`src/rtl/mux2_rr_arbiter.sv`:
```
// ---------------------------------------------------------------------------
// mux2_rr_arbiter
//
// Purpose:
//   Merges two valid/ready requesters (A and B) into a single registered
//   output stage. When both requesters are valid, a round-robin rule
//   alternates between them. The output register reloads in the same cycle
//   it is drained, so the sustained throughput is one word per cycle.
//
// Ports:
//   clk         sole clock, rising edge
//   rst_n       synchronous active-low reset
//   a_valid     requester A offers a_data
//   a_data      requester A payload
//   a_ready     A's word is taken this cycle (combinational)
//   b_valid     requester B offers b_data
//   b_data      requester B payload
//   b_ready     B's word is taken this cycle (combinational)
//   out_valid   out_data holds a valid word
//   out_data    registered selected payload
//   out_src     source of out_data, 0 = A, 1 = B
//   out_ready   consumer accepts out_data
//   sel         combinational select for this cycle, 0 = A, 1 = B
//               (meaningful only while a_ready or b_ready is high)
//   xfer_count  number of completed output transfers, wraps at 256
// ---------------------------------------------------------------------------
module mux2_rr_arbiter #(
  parameter int WIDTH = 4
) (
  input  logic             clk,
  input  logic             rst_n,
  input  logic             a_valid,
  input  logic [WIDTH-1:0] a_data,
  output logic             a_ready,
  input  logic             b_valid,
  input  logic [WIDTH-1:0] b_data,
  output logic             b_ready,
  output logic             out_valid,
  output logic [WIDTH-1:0] out_data,
  output logic             out_src,
  input  logic             out_ready,
  output logic             sel,
  output logic [7:0]       xfer_count
);

  typedef enum logic {
    EMPTY = 1'b0,
    FULL  = 1'b1
  } state_t;

  state_t           state_reg, state_next;
  logic [WIDTH-1:0] data_reg, data_next;
  logic             src_reg, src_next;
  logic             last_grant_reg, last_grant_next;
  logic [7:0]       count_reg, count_next;

  logic             can_load;
  logic             grant_a;
  logic             grant_b;
  logic             out_fire;
  logic [WIDTH-1:0] sel_data;

  // -------------------------------------------------------------------------
  // Arbitration
  // -------------------------------------------------------------------------
  // The output register can accept a new word when it is empty or when its
  // current word leaves this cycle. Gating with rst_n keeps both readies low
  // while reset is asserted, so no requester believes it was served by a
  // cycle that the reset is about to discard.
  always_comb begin
    can_load = rst_n && ((state_reg == EMPTY) || out_ready);
  end

  // last_grant_reg = 1 means B was served last, so A wins a contested cycle.
  // The two grant terms are mutually exclusive by construction: when both
  // requesters are valid exactly one of (last_grant_reg, !last_grant_reg)
  // is true.
  always_comb begin
    grant_a = can_load && a_valid && (!b_valid ||  last_grant_reg);
    grant_b = can_load && b_valid && (!a_valid || !last_grant_reg);
  end

  assign a_ready = grant_a;
  assign b_ready = grant_b;
  assign sel     = grant_b;

  // A word leaves the output stage only when one is actually held; out_ready
  // while empty has no effect on state or on the transfer counter.
  assign out_fire = (state_reg == FULL) && out_ready;

  // Per-bit 2:1 data select driven by the grant.
  generate
    for (genvar gi = 0; gi < WIDTH; gi++) begin : g_data_mux
      assign sel_data[gi] = grant_b ? b_data[gi] : a_data[gi];
    end
  endgenerate

  // -------------------------------------------------------------------------
  // Next-state logic
  // -------------------------------------------------------------------------
  always_comb begin
    state_next      = state_reg;
    data_next       = data_reg;
    src_next        = src_reg;
    last_grant_next = last_grant_reg;
    count_next      = count_reg + {7'd0, out_fire};

    if (grant_a || grant_b) begin
      // Load (or same-cycle reload while draining): no bubble between words.
      state_next      = FULL;
      data_next       = sel_data;
      src_next        = grant_b;
      last_grant_next = grant_b;
    end else if (out_fire) begin
      // Drained with nothing to replace it. The stale payload is left in
      // place; out_valid low marks it as meaningless.
      state_next = EMPTY;
    end
  end

  // -------------------------------------------------------------------------
  // State registers
  // -------------------------------------------------------------------------
  always_ff @(posedge clk) begin
    if (!rst_n) begin
      state_reg      <= EMPTY;
      data_reg       <= '0;
      src_reg        <= 1'b0;
      last_grant_reg <= 1'b1;
      count_reg      <= 8'd0;
    end else begin
      state_reg      <= state_next;
      data_reg       <= data_next;
      src_reg        <= src_next;
      last_grant_reg <= last_grant_next;
      count_reg      <= count_next;
    end
  end

  assign out_valid  = (state_reg == FULL);
  assign out_data   = data_reg;
  assign out_src    = src_reg;
  assign xfer_count = count_reg;

endmodule

```
`config.mk`:
```
export PLATFORM = sky130hd
export DESIGN_NAME = mux2_rr_arbiter
export DESIGN_NICKNAME = d
export VERILOG_FILES = /design/src/rtl/mux2_rr_arbiter.sv
export SDC_FILE = /design/constraint.sdc
export NUM_CORES = 1
export LEC_CHECK = 0
export ABC_AREA = 1
export CAP_MARGIN = 0
export CELL_PAD_IN_SITES_DETAIL_PLACEMENT = 0
export CELL_PAD_IN_SITES_GLOBAL_PLACEMENT = 1
export CORE_MARGIN = 8
export CORE_UTILIZATION = 28
export CTS_CLUSTER_DIAMETER = 200
export DETAILED_ROUTE_END_ITERATION = 10
export PLACE_DENSITY = 0.78
export REMOVE_ABC_BUFFERS = 1
export SLEW_MARGIN = 20
export SYNTH_ARGS = -nofsm -noshare
export SYNTH_HDL_FRONTEND = slang
export SYNTH_SLANG_ARGS = --single-unit
```
`constraint.sdc`:
```
create_clock -name clk -period 1.94 [get_ports clk]
set_input_delay 0.388 -clock clk [delete_from_list [all_inputs] [get_ports clk]]
set_output_delay 0.388 -clock clk [all_outputs]
set_load 0.005 [all_outputs]
```
==> metrics <==
worst-margin pin slew 0.243 ns; net count reported at finish 164; CP max stage delay 0.48 ns; slowest CP cell clkdlybuf4s50_1; max_cap viols 0; first-pass GRT wire length 2950 um; Die H 67.7 um; Synth-to-Final Area Change 55.4%; Post CTS Setup Buffer Count 0; PD cells 564 nW/um^2; global routing met3 resource utilization 2.81%; CP endpoint kind output port; largest net degree at the start of global routing 12; switching power total 173 uW; Layout Skew 0.00158 ns; Lkg Pwr 0.000546 uW; critical path arrival 1.45 ns; leading area contributor after synthesis dfxtp_1; cts bufs inserted 3; Seq/Total Area, Yosys 40.1%; part of the power in the clock network 28.2%; core area 2500 sq um; asr flop ratio synth 0%; RSZ-0062 raised after global routing no; FF+latch count, synth 15; Seq pwr share 50.6%; CTS tree done; Post-Syn Instances 108; max-slew violation count 0; required time of the critical path 1.55 ns; final setup vio count 0; Port Buffers 29; cell breakdown of the critical path clkdlybuf4s50_1, inv_1, nand2_2, nand2_1, nor2_2, dlygate4sd2_1; status complete, no violations; startpoint types input port; Bufs and invs on worst path 3; Distinct cells, synth 20; Tcrit/Tclk final 94.9%; vias per inst 4.28; DRT Pass-1 Iters 4; drt total wl 1780 um; CTS H-Tree Depth 1; Fill cells 257; IO Count 30; CP top delay family buffers and inverters; Worst-path clk slew 0.10 ns; Post-Syn Area 748 sq um; wire per inst 9.97 um; Hold Crit Class reg -> reg; Ys Warns 0; residual DRC count 0; Clock Latency Late Sink 0.28 ns; initial DRC count 22; vias in the first global route 697; P_int 482 uW; cells taking the most area after synthesis dfxtp_1 (40%), nand2_1 (12%), inv_1 (9.0%); clk root buf clkbuf_4; initial antenna violation count 0; share of the synthesized area in the top cell type 40.1%; Detailed Place HPWL 1460 um; Hold Fails Final Rpt 0; chip width 67.7 um; met2 usage 12.9%; fmax 0.543 GHz; max_slew headroom 83.7%; number of diodes 0; gr ovfl total 0; Synth top cells by count nand2_1 (23), inv_1 (18), nor2_1 (17), dfxtp_1 (15), a21oi_1 (6); die footprint 4580 sq um; ys flop type dfxtp_1; Post-synth EDFFs 0; Finished Layout Cells 178; sw frac 26.4%; Peak VDD IR 0.000302 V; Final ANT Viol Nets 0; total track usage 8.22%; fin crit period 1.84 ns; count leader, synth nand2_1; Starting Density 29.9%; Worst Path Max Fanout 3; CTS Sinks 15; Max Root-Sink Buffers 2; proportion of layout cells with a drive suffix above 1 12.8%; flip-flop count of the largest register after layout 8; GPL Wtd Cong 0.773; crit path kind in -> out; Placed Cells 174; Worst R2R Setup Slack 0.41 ns; Syn Area/Cell 6.93 sq um; Comb pwr share 21.2%; row cnt 18; DR vias 761; busiest grt layer met2; final core utilization 46.5%; met1 Usage GRT 9.82%; Power, Total 655 uW
-- cells in the final DEF, fill, tap and decap left out, types with 3 or more instances in the layout --
cell type and n:
clkbuf_4 3, buf_4 10, inv_1 18, dlygate4sd2_1 3, dfxtp_1 15, clkdlybuf4s50_1 26
a21oi_1 6, nor2_1 16, nand2_1 22, nand3b_1 5, o21ai_0 5, o21bai_1 4
-- cell families after synthesis --
kind of cell | share of synthesized area (%)
and+or+nand+nor | 28.1
buffers and inverters | 11.9
AOI/OAI and AO/OA | 15.4
DFF | 40.1
adders and majority gates | 3.34
xor gates and xnor gates | 1.17
-- power by group through the flow --
stage | Combinational, uW | Sequential (uW) | Clock (uW)
6_report | 139 | 331 | 185
5_1_grt | 155 | 334 | 205
4_1_cts | 141 | 332 | 191
3_5_place_dp | 142 | 338 | 0
3_3_place_gp | 141 | 339 | 0
2_1_floorplan | 54.0 | 339 | 0
-- worst paths after layout --
check,depth (start not counted),from,to
max,6,out_ready,a_ready
max reg2reg,8,out_valid,xfer_count[6]
min,2,out_src,out_src
min reg2reg,2,out_src,out_src
-- per-stage QoR --
stage	hold WS (ns)	area (sq um)	worst slack (ns)	setup TNS (ns)
floorplan	0.467	731	0.471	0
global placement	0.461	1130	-0.197	-0.614
detailed placement	0.473	1130	-0.219	-0.687
CTS	0.491	1160	0.0894	0
global route	0.535	1160	0.00925	0
finish	0.483	1160	0.0999	0
-- worst register-to-register path: cells and delay by family (launching register included) --
| kind | cells | cell delay (ns) |
|---|---|---|
| buffers and inverters | 1 | 0.06 |
| AO/OA/AOI/OAI | 2 | 0.19 |
| AND/OR/NAND/NOR | 3 | 0.47 |
| flip-flops | 1 | 0.40 |
| adder cells (fa/ha/maj) | 2 | 0.32 |
-- timing repair --
action                     in CTS  in global routing
hold buffers                    0                  0
setup endpoints to repair       3                  0
resized for setup               5                  0
-- layout make-up --
cell class / instances / area [sq um] / area share (%)
clock buffers: 3 / 22.5 / 1.94
flip-flops and latches: 15 / 300 / 25.8
inverters: 19 / 71.3 / 6.14
repair buffers: 39 / 362 / 31.1
multi-input cells: 71 / 364 / 31.3
clock inverters: 1 / 5.00 / 0.431
well taps: 30 / 37.5 / 3.23
-- metal layers --
layer  vias to the layer above  share of wire (%)
li1                        418                  -
met1                       319                 46
met2                        22                 44
met3                         2                9.3
met4                         0               0.34
met5                         -                  0
Note: power is estimated with default switching activity, not from simulation.
